`config.mk`:
```
export PLATFORM = sky130hd
export DESIGN_NAME = matrix_vector_ctrl
export DESIGN_NICKNAME = d
export VERILOG_FILES = /design/src/rtl/matrix_vector_ctrl.sv
export SDC_FILE = /design/constraint.sdc
export NUM_CORES = 1
export LEC_CHECK = 0
export BUFFER_PORTS_ARGS = -buffer_cell sky130_fd_sc_hd__buf_2
export CORE_ASPECT_RATIO = 0.9
export CORE_MARGIN = 8
export CORE_UTILIZATION = 34
export DETAILED_ROUTE_END_ITERATION = 7
export PLACE_DENSITY = 0.6
export RECOVER_POWER = 50
export SLEW_MARGIN = 5
export SYNTH_ARGS = -nofsm -noshare
export SYNTH_HDL_FRONTEND = slang
export SYNTH_SLANG_ARGS = --single-unit
```
`constraint.sdc`:
```
create_clock -name clk -period 3.5 [get_ports clk]
set_clock_uncertainty 0.15 [all_clocks]
set_input_delay 0.35 -clock clk [delete_from_list [all_inputs] [get_ports clk]]
set_output_delay 0.35 -clock clk [all_outputs]
set_load 0.03 [all_outputs]
```
`src/rtl/matrix_vector_ctrl.sv`:
```
// Sequences one ROWS-row matrix-vector pass: selector clear/prime, dot-unit start, result capture.
// Latency: 1 + ROWS*(SEL_LAT+1+k) cycles from accepted start to done, where k is the dot-unit latency.
// Backpressure: none; a row waits for dot_valid up to TIMEOUT cycles, then aborts with the sticky err flag.
//
// Ports:
//   clk, rst                   clock and synchronous active-low reset
//   start, abort               pass request (IDLE only) and cancel (any other state)
//   sel_clr, sel_en, sel_ready selector clear, enable and advance-one-row pulse
//   dot_start                  dot unit start pulse
//   dot_valid, dot_result      dot unit result handshake
//   result_vec                 packed results, row r at [r*RES_W +: RES_W]
//   busy, done, err            status to the top-level controller
module matrix_vector_ctrl #(
  parameter int ROWS    = 16,
  parameter int RES_W   = 32,
  parameter int SEL_LAT = 2,
  parameter int TIMEOUT = 255
) (
  input  logic                  clk,
  input  logic                  rst,
  input  logic                  start,
  input  logic                  abort,
  output logic                  sel_clr,
  output logic                  sel_en,
  output logic                  sel_ready,
  output logic                  dot_start,
  input  logic                  dot_valid,
  input  logic [RES_W-1:0]      dot_result,
  output logic [ROWS*RES_W-1:0] result_vec,
  output logic                  busy,
  output logic                  done,
  output logic                  err
);

  localparam int ROW_W   = (ROWS > 1) ? $clog2(ROWS) : 1;
  localparam int WAIT_W  = $clog2(TIMEOUT + 1);
  localparam int PRIME_W = (SEL_LAT > 1) ? $clog2(SEL_LAT) : 1;

  typedef enum logic [2:0] {
    S_IDLE,
    S_CLR,
    S_PRIME,
    S_ISSUE,
    S_WAIT,
    S_DONE
  } state_t;

  state_t                state_q, state_d;
  logic [ROW_W-1:0]      row_idx_q, row_idx_d;
  logic [PRIME_W-1:0]    prime_cnt_q, prime_cnt_d;
  logic [WAIT_W-1:0]     wait_cnt_q, wait_cnt_d;
  logic                  err_q, err_d;
  logic [ROWS*RES_W-1:0] result_vec_q, result_vec_d;
  logic                  store;

  logic sel_clr_q, sel_clr_d;
  logic sel_en_q, sel_en_d;
  logic sel_ready_q, sel_ready_d;
  logic dot_start_q, dot_start_d;
  logic busy_q, busy_d;
  logic done_q, done_d;

  // Next-state and datapath
  always_comb begin
    state_d      = state_q;
    row_idx_d    = row_idx_q;
    prime_cnt_d  = prime_cnt_q;
    wait_cnt_d   = wait_cnt_q;
    err_d        = err_q;
    result_vec_d = result_vec_q;
    store        = 1'b0;

    // Abort wins over a coincident dot_valid, so nothing is stored on that cycle.
    if (abort && (state_q != S_IDLE)) begin
      state_d = S_IDLE;
    end else begin
      case (state_q)
        S_IDLE: begin
          if (start) begin
            state_d   = S_CLR;
            row_idx_d = '0;
            err_d     = 1'b0;
          end
        end
        S_CLR: begin
          state_d     = S_PRIME;
          prime_cnt_d = '0;
        end
        S_PRIME: begin
          // Stay SEL_LAT cycles so the selector row has settled before dot_start.
          if (prime_cnt_q == PRIME_W'(SEL_LAT - 1)) begin
            state_d = S_ISSUE;
          end else begin
            prime_cnt_d = prime_cnt_q + 1'b1;
          end
        end
        S_ISSUE: begin
          state_d    = S_WAIT;
          wait_cnt_d = '0;
        end
        S_WAIT: begin
          if (dot_valid) begin
            store = 1'b1;
            result_vec_d[int'(row_idx_q)*RES_W +: RES_W] = dot_result;
            if (row_idx_q == ROW_W'(ROWS - 1)) begin
              state_d = S_DONE;
            end else begin
              row_idx_d   = row_idx_q + 1'b1;
              state_d     = S_PRIME;
              prime_cnt_d = '0;
            end
          end else if (wait_cnt_q == WAIT_W'(TIMEOUT)) begin
            err_d   = 1'b1;
            state_d = S_IDLE;
          end else if (wait_cnt_q != '1) begin
            wait_cnt_d = wait_cnt_q + 1'b1;
          end
        end
        S_DONE: begin
          state_d = S_IDLE;
        end
        default: begin
          state_d = S_IDLE;
        end
      endcase
    end

    // Outputs are decoded from the next state so the flops line up with the state they describe.
    sel_clr_d   = (state_d == S_CLR);
    sel_en_d    = (state_d == S_PRIME) || (state_d == S_ISSUE) || (state_d == S_WAIT);
    dot_start_d = (state_d == S_ISSUE);
    busy_d      = (state_d != S_IDLE);
    done_d      = (state_d == S_DONE);
    // Advance pulse follows every accepted store, including the last row.
    sel_ready_d = store;
  end

  always_ff @(posedge clk) begin
    if (!rst) begin
      state_q      <= S_IDLE;
      row_idx_q    <= '0;
      prime_cnt_q  <= '0;
      wait_cnt_q   <= '0;
      err_q        <= 1'b0;
      result_vec_q <= '0;
      sel_clr_q    <= 1'b0;
      sel_en_q     <= 1'b0;
      sel_ready_q  <= 1'b0;
      dot_start_q  <= 1'b0;
      busy_q       <= 1'b0;
      done_q       <= 1'b0;
    end else begin
      state_q      <= state_d;
      row_idx_q    <= row_idx_d;
      prime_cnt_q  <= prime_cnt_d;
      wait_cnt_q   <= wait_cnt_d;
      err_q        <= err_d;
      result_vec_q <= result_vec_d;
      sel_clr_q    <= sel_clr_d;
      sel_en_q     <= sel_en_d;
      sel_ready_q  <= sel_ready_d;
      dot_start_q  <= dot_start_d;
      busy_q       <= busy_d;
      done_q       <= done_d;
    end
  end

  assign sel_clr    = sel_clr_q;
  assign sel_en     = sel_en_q;
  assign sel_ready  = sel_ready_q;
  assign dot_start  = dot_start_q;
  assign busy       = busy_q;
  assign done       = done_q;
  assign err        = err_q;
  assign result_vec = result_vec_q;

endmodule

```
==> After elaboration in Yosys (flattened, before gate mapping) <==
Index checks and enable logic that the tools add are counted.
{ "classes": {"n_mux": 25, "bitwise": 3, "n_reduce_logical": 15, "n_eq_ne": 19, "shifts": 2, "addsub": 4} }
{ "ops": {"columns": ["operator", "n"], "rows": [
  ["$bwmux 512", 1],
  ["$shift 32x33->512 const A", 1],
  ["$shiftx 32x33->512", 1],
  ["$neg 9->33", 1],
  ["$mux 8", 3],
  ["$mux 3", 6],
  ["$pmux 8 s2", 1],
  ["$pmux 3 s5", 1],
  ["$reduce_and 5->1", 3],
  ["$ne 2x2->1 const B", 7],
  ["$eq 3x2->1 const B", 4],
  ["$mux 4", 3],
  ["$eq 3x3->1 const B", 3],
  ["$reduce_bool 3->1", 3],
  ["$add 8x1->8 const B", 1],
  ["$eq 8x8->1 const B", 1],
  ["$ne 8x8->1 const B", 1],
  ["$pmux 4 s2", 1],
  ["$mux 1", 7],
  ["$eq 3x1->1 const B", 2],
  ["$add 4x1->4 const B", 1],
  ["$eq 4x4->1 const B", 1],
  ["$reduce_and 4->1", 1],
  ["$reduce_bool 2->1", 2],
  ["9 further kinds", 12]
]} }
{ "totals": {"in_bits": 37, "wordCells": 80, "regBits": 535, "out_inout_bits": 519} }

==> Depth between registers and ports, before layout <==
{ "depth": {"ltp_word": 8, "mapped_depth": 11, "mapped_depth_nobuf": 6} }

==> Worst setup path before layout <==
Ideal clock, no wire load.
{ "synth_path": {"kind": "reg2reg", "start": "register row_idx_q[0]", "end": "register result_vec_q[280] (netlist: result_vec[280])", "path_slack_ns": 0.846, "t_required_ns": 3.228, "period_less_slack_ns": 2.654, "path_buffers": 5, "setup_time_ns": 0.122, "t_arrival_ns": 2.382, "stages_incl_launch_ff": 12, "cell_sequence": "dfxtp_1 buf_2 nor3_1 ha_1 or2_1 buf_4 or4_1 buf_2 buf_6 buf_2 o21ai_0 a21boi_1"} }
{ "synth_via": {"elab_chain_len": 3, "elab_cells_between_ends": 4, "cone_classes": "add/sub: 1; shift: 2; mux: 1"} }
{ "synth_lines": {"columns": ["element", "line", "text"], "rows": [
  ["start, declared", "49", "logic [ROW_W-1:0] row_idx_q, row_idx_d;"],
  ["start signal, assigned", "154", "row_idx_q <= row_idx_d;"],
  ["$neg 9->33 *", "104", "result_vec_d[int'(row_idx_q)*RES_W +: RES_W] = dot_result;"],
  ["$shiftx 32x33->512 or $shift 32x33->512 (tied branches)", "104", null],
  ["$bwmux 512 *", "104", null],
  ["end signal, assigned", "158", "result_vec_q <= result_vec_d;"],
  ["end, declared", "53", "logic [ROWS*RES_W-1:0] result_vec_q, result_vec_d;"]
]} }
Every way passes the cells marked *; elsewhere a longest branch is shown, timed or not.
A chain may end at the register's enable or synchronous reset.

==> Worst setup path after layout <==
{ "layout_path": {"start": "register row_idx_q[0]", "end": "register result_vec_q[305] (netlist: result_vec[305])"} }
Same word-level chain as after synthesis.

==> impl_metrics.tcl <==
set metrics [dict create \
    ys.flop_type "dfxtp_1" \
    p_leak_nw 8.508 \
    regToRegSetupSlack_ns 0.58 \
    timing.rr.start "row_idx_q[0]" \
    startpoint_type "register" \
    setup_viol 0 \
    avgSynthCellArea_sq_um 8.655 \
    cts_made_buffers 56 \
    ant_nets 0 \
    async_reset_ff_share_pct 0 \
    rr_worst_depth 7 \
    grt_start_max_net_pins 201 \
    die_w_um 288.2 \
    grt_util_met3_pct 5.892 \
    nFillCells 6845 \
    fp.dieH_um 261.0 \
    gp_congestion 0.8251 \
    ys_seq_elements 535 \
    crit_type "register to register" \
    die_area_sq_um 75200 \
    syn-num-nets 2660 \
    synth_top_area_cell "dfxtp_1" \
    critPathTopFamily "compound AO/OA/AOI/OAI gates" \
    syn_inst 2619 \
    cts_buffer_depth 3 \
    worstSkewPairLatency_ns 0.60 \
    antenna_found_initial 5 \
    power_density_nw_per_um2 472.8 \
    cts.sinks 535 \
    hpwl_um 61660 \
    arrival_ns 3.27 \
    drt_pass1_iterations 5 \
    track_usage_pct 25.48 \
    finalCoreUtilization_pct 41.40 \
    max_slew_margin_pct 28.32 \
    cp_num_buf_inv 2 \
    grt.busiest_layer "met2" \
    tightest_slew_ns 1.075 \
    cts_tree "built" \
    dp.cells 3754 \
    initial_core_util_pct 34.44 \
    setup_tns_ns 0 \
    via_per_inst 5.762 \
    critPathLaunch "row_idx_q[0]" \
    max_freq_mhz 342.8 \
    multiInputGateArea_sq_um 10680 \
    final_nets 2993 \
    clk_pin_slew_worst_paths_ns 0.06 \
    totalWireLength_um 101900 \
    cts_setup_buffers 0 \
    r2r-end "result_vec[305]" \
    grt_pass1_wl_um 146200 \
    rsz0062_at_grt "false" \
    stdcell_count 3864 \
    gr-usage-met2_pct 39.21 \
    cts_root_buf "clkbuf_16" \
    yosys_warnings 0 \
    status "finished, final reports clean" \
    num_rows 89 \
    cts-resized-gates 0 \
    hold_viol 0 \
    layout-drive-gt1-share_pct 8.003 \
    cp-end-kind "register" \
    yosysUniqueCellTypes 61 \
    wl_per_cell_um 26.38 \
    area_growth_pct 20.19 \
    hold_end "result_vec[507]" \
    hp-class "primary input to register" \
    post-synth-top-count-cell "dfxtp_1" \
    synthTopCellsByArea "dfxtp_1 (47%), a21boi_0 (11%), o21ai_0 (8.9%), nand4_1 (7.5%), nand3_1 (5.0%)" \
    synth_commonest_cells "dfxtp_1 (535), o21ai_0 (405), a21boi_0 (337)" \
    portBuffers 555 \
    worstHoldStart "dot_result[27]" \
    crit_chain "inv_1, ha_1, o21ba_2, o211ai_4, buf_12, o21ai_0, a21boi_0" \
    cp.required_ns 3.85 \
    cts_max_level 2 \
    maxCapViolCount 0 \
    seq_area_sq_um 10710 \
    yosys.area.top_type_share_pct 47.25 \
    vias 22270 \
    overflow 0 \
    cts_hold_buf 4 \
    drc 0 \
    globalRouteMet1Util_pct 35.11 \
    drt_iter0_drc 2898 \
    grt_pass1_vias 20570 \
    fin_crit_ns 2.917 \
    ios 556 \
    slowest_delay_ns 0.80 \
    ir_worst_vdd_mv 0.4017 \
    crit_slowest_cell "o211ai_4" \
    synth.yosys.seq_area_share_pct 47.25 \
    slew_viol_final 0 \
    synthesis.area_sq_um 22670 \
    hold_path_depth 3 \
    finalCritPeriodShare_pct 83.34 \
    core_area_sq_um 65810 \
    synth_enable_flop_cells 0 \
    path_max_fanout 53 \
]
[how the worst max path moves through the flow]
| stage | endpoint | slack [ns] | cells past startpoint |
|---|---|---|---|
| 6_report | result_vec[305] | 0.58 | 7 |
| 4_1_cts | result_vec[301] | 0.55 | 7 |
| 3_5_place_dp | result_vec[360] | 0.56 | 7 |
| 3_3_place_gp | result_vec[183] | 0.65 | 7 |
| 5_1_grt | result_vec[279] | 0.36 | 8 |
| 2_1_floorplan | result_vec[280] | 0.85 | 11 |
[kinds of logic after synthesis]
logic type                 share of synthesized area (%)
adders and majority gates                         0.2208
buffers and inverters                              6.525
and+or+nand+nor                                    18.08
muxes                                              1.766
DFF                                                47.25
AOI/OAI and AO/OA                                  26.02
xor gates and xnor gates                          0.1436
[through the flow]
| stage | instance area, sq um | setup WS (ns) | total power, mW | hold WS [ns] |
|---|---|---|---|---|
| floorplan | 22670 | 0.8465 | 6.656 | 0.2844 |
| global placement | 26000 | 0.6520 | 7.006 | 0.2868 |
| detailed placement | 26000 | 0.5621 | 7.000 | 0.2915 |
| CTS | 27890 | 0.5492 | 12.95 | 0.008561 |
| global route | 27240 | 0.3649 | 13.24 | 0.01663 |
| finish | 27240 | 0.5831 | 12.88 | 0.04591 |
[registers in the layout, indices dropped and copies added, names as in the netlist]
name         cells
busy             1
done             1
dot_start        1
err              1
prime_cnt_q      1
result_vec     512
row_idx_q        4
sel_clr          1
sel_en           1
sel_ready        1
state_q          3
wait_cnt_q       8
[placed cells by master, fill, tap and decap left out, types with 13 or more instances in the layout]
cell       instances
buf_2             35
nand3_1          224
nand4_1          272
nand2_1          178
o21ai_1           15
a21boi_1         113
buf_12            13
mux2i_1           40
clkbuf_8          15
a21boi_0         337
o21ai_0          405
clkbuf_16         56
buf_4             60
dfxtp_1          535
clkbuf_1         535
[cell type report]
cell class / count / area share, %
antenna: 1 / 0.009185
clock buffer: 87 / 6.122
clock inverter: 18 / 0.6567
inverter: 8 / 0.1102
multi-input combinational: 1719 / 39.22
sequential: 535 / 39.31
tap: 864 / 3.968
timing repair buffer: 632 / 10.60
[per-layer routing]
metal / wire length, um / part of all wire [%]
met1: 43040 / 42
met2: 45500 / 45
met5: 0 / 0
met4: 3721 / 3.7
met3: 9667 / 9.5
[worst reg2reg max path: cells and delay by family, from the launching register on]
family / cells / cell delay, ns
AOI/OAI and AO/OA: 4 / 1.38
adders and majority gates: 1 / 0.48
buffers and inverters: 2 / 0.42
DFF: 1 / 0.39
[power breakdown]
group	switching [mW]	internal, mW	total, mW
registers	0.0120	6.10	6.11
clock network	2.63	3.37	6.01
logic	0.596	0.170	0.767
Power figures use the tool's default switching activity.
